$ cat config.mk
export PLATFORM = sky130hd
export DESIGN_NAME = moving_avg_ctrl_flat
export DESIGN_NICKNAME = d
export VERILOG_FILES = /design/src/rtl/moving_avg_ctrl_if.sv /design/src/rtl/moving_avg_ctrl.sv /design/src/flat_wrapper.sv
export SDC_FILE = /design/constraint.sdc
export NUM_CORES = 1
export LEC_CHECK = 0
export BUFFER_PORTS_ARGS = -buffer_cell sky130_fd_sc_hd__clkbuf_2
export CORE_ASPECT_RATIO = 0.8
export CORE_MARGIN = 4
export CORE_UTILIZATION = 40
export CTS_BUF_LIST = sky130_fd_sc_hd__clkbuf_16
export DETAILED_ROUTE_END_ITERATION = 16
export PLACE_DENSITY = 0.6
export SLEW_MARGIN = 10
export SYNTH_ARGS = -nofsm -noshare
export SYNTH_HDL_FRONTEND = slang
export SYNTH_SLANG_ARGS = --single-unit
$ cat constraint.sdc
create_clock -name clk -period 3.6 [get_ports clk]
set_clock_uncertainty 0.2 [all_clocks]
set_input_delay 0.36 -clock clk [delete_from_list [all_inputs] [get_ports clk]]
set_output_delay 0.36 -clock clk [all_outputs]
set_load 0.01 [all_outputs]
$ cat src/rtl/moving_avg_ctrl_if.sv
// Sample-in / result-out ready/valid bundle for moving_avg_ctrl.
// The controller takes the slave view; the source/sink environment takes the master view.
interface moving_avg_ctrl_if #(
  parameter int DATA_WIDTH = 16
);
  logic                  s_valid;
  logic                  s_ready;
  logic [DATA_WIDTH-1:0] s_data;
  logic                  m_valid;
  logic                  m_ready;
  logic [DATA_WIDTH-1:0] m_data;
  logic [2:0]            m_mode;

  modport slave (
    input  s_valid, s_data, m_ready,
    output s_ready, m_valid, m_data, m_mode
  );

  modport master (
    output s_valid, s_data, m_ready,
    input  s_ready, m_valid, m_data, m_mode
  );
endinterface

$ cat src/rtl/moving_avg_ctrl.sv
// Paces samples into the moving-average filter, flushes it on mode change and hides warm-up results.
// Optional MAVG_CTRL_PULSE_GATE_EN: a captured result is offered only when flt_pulse is also high.
module moving_avg_ctrl #(
  parameter int DATA_WIDTH = 16,
  parameter int DIV_WIDTH  = 16
) (
  input  logic                  clk,
  input  logic                  rst_n,
  input  logic                  cfg_en,
  input  logic [2:0]            cfg_mode,
  input  logic [DIV_WIDTH-1:0]  cfg_div,
  moving_avg_ctrl_if.slave      bus,
  output logic                  flt_enable,
  output logic                  flt_refresh,
  output logic [2:0]            flt_mode,
  output logic [DATA_WIDTH-1:0] flt_din,
  input  logic [DATA_WIDTH-1:0] flt_dout,
  input  logic                  flt_pulse,
  output logic [7:0]            underrun_cnt,
  output logic [7:0]            overrun_cnt
);

  typedef enum logic [2:0] {
    S_IDLE,
    S_FLUSH,
    S_FLUSH_WAIT,
    S_RUN,
    S_ISSUE,
    S_CAPTURE
  } state_t;

  state_t                r_state;
  state_t                w_state_nxt;
  logic [2:0]            r_act_mode;
  logic [DIV_WIDTH-1:0]  r_div;
  logic [3:0]            r_warm;
  logic                  r_hold_full;
  logic [DATA_WIDTH-1:0] r_hold_data;
  logic [DATA_WIDTH-1:0] r_din;
  logic                  r_m_valid;
  logic [DATA_WIDTH-1:0] r_m_data;
  logic [2:0]            r_m_mode;
  logic [7:0]            r_underrun;
  logic [7:0]            r_overrun;

  logic                  w_load_cfg;
  logic                  w_div_dec;
  logic                  w_div_reload;
  logic                  w_underrun;
  logic                  w_capture;
  logic                  w_issue;
  logic                  w_flush;
  logic                  w_accept;
  logic                  w_pulse_ok;
  logic                  w_offer;
  logic                  w_m_load;
  logic                  w_overrun;
  logic [DATA_WIDTH-1:0] w_din;

  // Number of results to discard after a flush before the window is fully populated.
  function automatic logic [3:0] warmup_for(input logic [2:0] mode);
    case (mode)
      3'b001, 3'b010: return 4'd1;
      3'b011:         return 4'd3;
      3'b100:         return 4'd7;
      3'b101:         return 4'd15;
      default:        return 4'd0;
    endcase
  endfunction

  // NOTE: every signal assigned in always_comb gets a default up front, so no path can infer a latch.
  always_comb begin
    w_state_nxt  = r_state;
    w_load_cfg   = 1'b0;
    w_div_dec    = 1'b0;
    w_div_reload = 1'b0;
    w_underrun   = 1'b0;
    w_capture    = 1'b0;
    unique case (r_state)
      S_IDLE: begin
        if (cfg_en) w_state_nxt = S_FLUSH;
      end
      S_FLUSH: begin
        w_state_nxt = S_FLUSH_WAIT;
      end
      S_FLUSH_WAIT: begin
        w_load_cfg  = 1'b1;
        w_state_nxt = cfg_en ? S_RUN : S_IDLE;
      end
      S_RUN: begin
        if (!cfg_en) begin
          w_state_nxt = S_IDLE;
        end else if (cfg_mode != r_act_mode) begin
          w_state_nxt = S_FLUSH;
        end else if (r_div != '0) begin
          w_div_dec = 1'b1;
        end else if (r_hold_full) begin
          w_state_nxt = S_ISSUE;
        end else begin
          w_underrun   = 1'b1;
          w_div_reload = 1'b1;
        end
      end
      S_ISSUE: begin
        w_state_nxt = S_CAPTURE;
      end
      S_CAPTURE: begin
        w_capture    = 1'b1;
        w_div_reload = 1'b1;
        w_state_nxt  = cfg_en ? S_RUN : S_IDLE;
      end
      default: begin
        w_state_nxt = S_IDLE;
      end
    endcase
  end

  assign w_issue  = (r_state == S_ISSUE);
  assign w_flush  = (r_state == S_FLUSH);
  assign w_accept = bus.s_valid && !r_hold_full && cfg_en;

`ifdef MAVG_CTRL_PULSE_GATE_EN
  assign w_pulse_ok = flt_pulse;
`else
  // The pulse is deliberately ignored in this build; OR-ing with one keeps it connected.
  assign w_pulse_ok = flt_pulse | 1'b1;
`endif

  assign w_offer   = w_capture && (r_warm == 4'd0) && w_pulse_ok;
  assign w_m_load  = w_offer && (!r_m_valid || bus.m_ready);
  assign w_overrun = w_offer && !w_m_load;

  // Filter drive: zeros during flush, held sample during issue, otherwise the last driven value.
  always_comb begin
    w_din = r_din;
    if (w_flush)      w_din = '0;
    else if (w_issue) w_din = r_hold_data;
  end

  assign flt_enable  = (r_state != S_IDLE);
  assign flt_refresh = w_flush || w_issue;
  assign flt_mode    = w_flush ? 3'b000 : r_act_mode;
  assign flt_din     = w_din;

  // NOTE: sequential state uses non-blocking assignments so every register samples pre-edge values.
  always_ff @(posedge clk or negedge rst_n) begin
    if (!rst_n) begin
      r_state    <= S_IDLE;
      r_act_mode <= 3'b000;
      r_div      <= '0;
      r_warm     <= 4'd0;
      r_din      <= '0;
    end else begin
      r_state <= w_state_nxt;
      if (w_load_cfg) begin
        r_act_mode <= cfg_mode;
        r_warm     <= warmup_for(cfg_mode);
      end else if (w_capture && r_warm != 4'd0) begin
        r_warm <= r_warm - 4'd1;
      end
      if (w_load_cfg || w_div_reload) r_div <= cfg_div;
      else if (w_div_dec)             r_div <= r_div - 1'b1;
      if (flt_refresh) r_din <= w_din;
    end
  end

  // One-entry hold register; it survives IDLE and FLUSH so a queued sample is never lost.
  always_ff @(posedge clk or negedge rst_n) begin
    if (!rst_n) begin
      r_hold_full <= 1'b0;
      r_hold_data <= '0;
    end else if (w_issue) begin
      r_hold_full <= 1'b0;
    end else if (w_accept) begin
      r_hold_full <= 1'b1;
      r_hold_data <= bus.s_data;
    end
  end

  always_ff @(posedge clk or negedge rst_n) begin
    if (!rst_n) begin
      r_m_valid <= 1'b0;
      r_m_data  <= '0;
      r_m_mode  <= 3'b000;
    end else if (w_m_load) begin
      r_m_valid <= 1'b1;
      r_m_data  <= flt_dout;
      r_m_mode  <= r_act_mode;
    end else if (r_m_valid && bus.m_ready) begin
      r_m_valid <= 1'b0;
    end
  end

  always_ff @(posedge clk or negedge rst_n) begin
    if (!rst_n) begin
      r_underrun <= 8'd0;
      r_overrun  <= 8'd0;
    end else begin
      if (w_underrun && r_underrun != 8'hFF) r_underrun <= r_underrun + 8'd1;
      if (w_overrun && r_overrun != 8'hFF)   r_overrun  <= r_overrun + 8'd1;
    end
  end

  assign bus.s_ready  = !r_hold_full && cfg_en;
  assign bus.m_valid  = r_m_valid;
  assign bus.m_data   = r_m_data;
  assign bus.m_mode   = r_m_mode;
  assign underrun_cnt = r_underrun;
  assign overrun_cnt  = r_overrun;

endmodule

$ cat src/flat_wrapper.sv
// flat-port wrapper written by rule: the top's interface ports become plain ports
module moving_avg_ctrl_flat 
#(
  parameter int DATA_WIDTH = 16,
  parameter int DIV_WIDTH  = 16
)
  (clk, rst_n, cfg_en, cfg_mode, cfg_div, flt_enable, flt_refresh, flt_mode, flt_din, flt_dout, flt_pulse, underrun_cnt, overrun_cnt, bus_s_valid, bus_s_data, bus_m_ready, bus_s_ready, bus_m_valid, bus_m_data, bus_m_mode);
  moving_avg_ctrl_if #(.DATA_WIDTH(DATA_WIDTH)) bus_i ();
  input  logic clk;
  input  logic rst_n;
  input  logic cfg_en;
  input  logic [2:0] cfg_mode;
  input  logic [DIV_WIDTH-1:0] cfg_div;
  output logic flt_enable;
  output logic flt_refresh;
  output logic [2:0] flt_mode;
  output logic [DATA_WIDTH-1:0] flt_din;
  input  logic [DATA_WIDTH-1:0] flt_dout;
  input  logic flt_pulse;
  output logic [7:0] underrun_cnt;
  output logic [7:0] overrun_cnt;
  input wire logic [$bits(bus_i.s_valid)-1:0] bus_s_valid;
  input wire logic [$bits(bus_i.s_data)-1:0] bus_s_data;
  input wire logic [$bits(bus_i.m_ready)-1:0] bus_m_ready;
  output wire logic [$bits(bus_i.s_ready)-1:0] bus_s_ready;
  output wire logic [$bits(bus_i.m_valid)-1:0] bus_m_valid;
  output wire logic [$bits(bus_i.m_data)-1:0] bus_m_data;
  output wire logic [$bits(bus_i.m_mode)-1:0] bus_m_mode;
  assign bus_i.s_valid = bus_s_valid;
  assign bus_i.s_data = bus_s_data;
  assign bus_i.m_ready = bus_m_ready;
  assign bus_s_ready = bus_i.s_ready;
  assign bus_m_valid = bus_i.m_valid;
  assign bus_m_data = bus_i.m_data;
  assign bus_m_mode = bus_i.m_mode;
  moving_avg_ctrl #(.DATA_WIDTH(DATA_WIDTH), .DIV_WIDTH(DIV_WIDTH)) u_core (.clk(clk), .rst_n(rst_n), .cfg_en(cfg_en), .cfg_mode(cfg_mode), .cfg_div(cfg_div), .bus(bus_i), .flt_enable(flt_enable), .flt_refresh(flt_refresh), .flt_mode(flt_mode), .flt_din(flt_din), .flt_dout(flt_dout), .flt_pulse(flt_pulse), .underrun_cnt(underrun_cnt), .overrun_cnt(overrun_cnt));
endmodule
==> results.tsv <==
stage	metric	value	unit
synthesis	synth_nets	461	
detailed_routing	vias	3571	
floorplan	die-area	13340	um^2
run	cap_viol_max_count	0	
global_routing	grt_max_degree	96	
cts	post_cts_resized	0	
cts	htreeDepth	3	
detailed_routing	ant_nets	0	
power_and_ir_drop	leakagePower	2.710	nW
floorplan	die_w	128.1	um
sta	final.period_utilization	0.8134	
synthesis	synth_adder_area_share	0.01355	
power_and_ir_drop	ir_drop	0.3095	mV
floorplan	start_util	0.4174	
synthesis	yosysWarnings	0	
floorplan	coreArea	11060	um^2
cts	cts_tree	yes	
power_and_ir_drop	intPower	2.469	mW
synthesis	synthSimpleGateAreaFrac	0.1436	
floorplan	row_count	34	
cts	cts_hold_buf	1	
power_and_ir_drop	pwr-share-comb	0.269	
synthesis	muxShareOfSynthArea	0.1117	
synthesis	yosysTopAreaCell	dfrtp_1	
cells_and_area	antenna_cells	0	
worst_setup_path	cp_max_fo	12	
run_status	status	finished clean	
synthesis	synth_compound_area_frac	0.1417	
sta	drv_slew	0	
sta	grt_setup_unrepaired	false	
place	io_buffers	113	
floorplan	fp.dieH	104.1	um
place	globalplace.congestion	0.8727	
synthesis	async_flop_share	1.000	
hold_path	hold_depth	2	
cts	clkTransAtPathRegs	0.07	ns
sta	tns	0	ns
cts	cts_buffers	9	
power_and_ir_drop	p_sw	1.185	mW
cts	clk_latency	0.34	ns
synthesis	netlist_area	4617	um^2
global_routing	grt_use_total	0.1627	
power_and_ir_drop	swShare	0.3242	
detailed_routing	drc	0	
cts	post_cts.repair.setup_buffers	0	
hold_path	min_from	cfg_div[8]	
cells_and_area	nNetsFinal	574	
sta	maxSlewHeadroom	0.5696	
worst_setup_path	reg2reg_slack	0.67	ns
cells_and_area	area_delta_synth_final	23.69	%
cells_and_area	final_common_cell	clkbuf_2	
sta	setup_viol	0	
sta	max_freq	341.5	MHz
synthesis	synth_area_per_cell	11.57	um^2
worst_setup_path	reg2reg_to	u_core.r_div[7]	
synthesis	seq_area_frac_synth	0.5149	
hold_path	holdPathEnd	u_core.r_div[8]	
place	placed_area	5366	um^2
synthesis	synth_edf_count	0	
detailed_routing	first_pass_iters	4	
cts	clock-sinks	95	
sta	hold_viol_final	0	
floorplan	io_pins	115	
synthesis	synth_cell_types	53	
cells_and_area	fin_area	5710	um^2
worst_setup_path	cp.arrival	2.96	ns
cells_and_area	drive_above_1_share	0.3721	
sta	worst_pin_slew	0.6367	ns
hold_path	hp-class	primary input to register	
detailed_routing	routed_wl	10.48	mm
detailed_routing	wl_per_cell	15.88	um
detailed_routing	vias_per_cell	5.411	
power_and_ir_drop	p_clk_frac	0.297	
place	placedCellCount	644	
global_routing	grt_pass1_wl	17.73	mm
worst_setup_path	r2r_start	u_core.r_div[8]	
worst_setup_path	crit_required	3.63	ns
cells_and_area	fillers	1011	
worst_setup_path	endpoint_kind	register	
synthesis	synth_flop_cell	dfrtp_1	
place	hpwl	7.361	mm
synthesis	netlist.area_leader.share	0.5149	
cts	cts_root_buf	clkbuf_16	
synthesis	post_synth_main_area_contributors	dfrtp_1, mux2_2, a22o_1	
global_routing	antenna_found_initial	0	
cts	clockBufferDepth	2	
global_routing	grt_pass1_vias	3430	
synthesis	synth_seq_cells	95	
power_and_ir_drop	p_per_area	639.9	nW/um^2
cells_and_area	fin_cells	660	
worst_setup_path	worstSetupPathType	register to register	
cells_and_area	mostFrequentLayoutCells	clkbuf_2, dfrtp_1, mux2_2	
worst_setup_path	startpoint_type	register	
global_routing	grt-ovfl-total	0	
sta	fin_crit	2.928	ns
worst_setup_path	ff2ff_path_depth	5	
synthesis	synth_xor_area_frac	0.05122	
synthesis	synthCells	399	
sta	hold_slack	0.03254	ns
synthesis	synth_top_family_by_area	simple AND/OR/NAND/NOR gates	
detailed_routing	drt_iter0_drc	208	
power_and_ir_drop	p_seq_frac	0.434	
-- stage by stage --
stage | utilization | power (mW) | setup slack (ns)
floorplan | - | 2.269 | 0.8797
global placement | 0.4852 | 2.556 | 0.7384
detailed placement | 0.4852 | 2.588 | 0.6843
CTS | 0.5163 | 3.691 | 0.6721
global route | 0.5163 | 3.896 | 0.4280
finish | 0.5163 | 3.654 | 0.6716
-- synthesized netlist by cell type, types with 2 or more instances --
master     count
o21ai_0       12
mux2_2        44
mux2i_1        2
and3_1         4
a21oi_1        9
buf_4          2
a41oi_1        2
o2111ai_1      5
or4_1          2
o31ai_1        2
nand2b_1       6
nor3_1         9
nor2_1        20
xor2_1         7
a211o_1        3
or4b_2         2
o41ai_1        2
clkbuf_1      14
inv_1          7
xnor2_1       20
or4_4          2
ha_1           5
a211oi_1       2
dfrtp_1       95
a22o_1        32
o211ai_1       4
nand3_1        5
a221o_1        3
buf_2          2
nor4_4         2
or3_1          5
nand4_1        8
and2_1         4
nor4_1         4
nand2_1       26
nor2b_1        9
-- area by class of cell --
class | instances | area (um^2) | share of cell area
clock buffer | 9 | 225.2 | 0.03944
sequential | 95 | 2377 | 0.4163
multi-input combinational | 278 | 2137 | 0.3742
tap | 144 | 180.2 | 0.03155
clock inverter | 6 | 108.9 | 0.01906
inverter | 7 | 26.28 | 0.004601
timing repair buffer | 121 | 655.6 | 0.1148
-- kinds of logic (layout without fill, tap and decap cells) --
family | after synthesis | in the layout
adder cells (fa/ha/maj) | 5 | 5
AND/OR/NAND/NOR | 116 | 116
buffers and inverters | 26 | 143
AO/OA/AOI/OAI | 84 | 84
multiplexers | 46 | 46
XOR/XNOR | 27 | 27
flip-flops | 95 | 95
-- worst max-delay path, cell delays in order, from the launching register on --
cell and delay, ns:
dfrtp_1 0.42, nor4_1 0.50, nand2_1 0.44, nor4_4 0.69, nor2_2 0.22, mux2_2 0.33
-- sequential cells by signal, summed over array words and instances, names as in the netlist, 3 cells and up --
name	cells
u_core.underrun_cnt	8
u_core.bus.m_data	16
u_core.r_warm	4
u_core.r_din	16
u_core.r_div	16
u_core.overrun_cnt	8
u_core.bus.m_mode	3
u_core.r_act_mode	3
u_core.r_hold_data	16
u_core.r_state	3
-- power by group through the flow --
stage | registers, mW | logic [mW] | clock network [mW]
after floorplan | 1.52 | 0.746 | 0
after global placement | 1.59 | 0.968 | 0
after detailed placement | 1.60 | 0.986 | 0
after CTS | 1.58 | 0.993 | 1.11
after global routing | 1.63 | 1.10 | 1.16
final | 1.59 | 0.982 | 1.09
-- layer usage --
metal,GRT usage,wire [um],part of all wire
met4,0.04091,113,0.011
met2,0.2358,4772,0.46
met5,0,0,0
met1,0.2329,4829,0.46
met3,0.05544,765,0.073
-- how the worst max path moves through the flow --
stage	cells past startpoint	start	slack (ns)	end
floorplan	7	u_core.r_warm[0]	0.88	u_core.bus.m_data[0]
global placement	5	u_core.r_div[12]	0.74	u_core.r_div[3]
detailed placement	5	u_core.r_div[12]	0.68	u_core.r_div[7]
CTS	5	u_core.r_div[11]	0.67	u_core.r_div[7]
global route	5	u_core.r_div[7]	0.43	u_core.r_div[7]
finish	5	u_core.r_div[8]	0.67	u_core.r_div[7]
No activity file was read; power rests on OpenSTA's default activity.
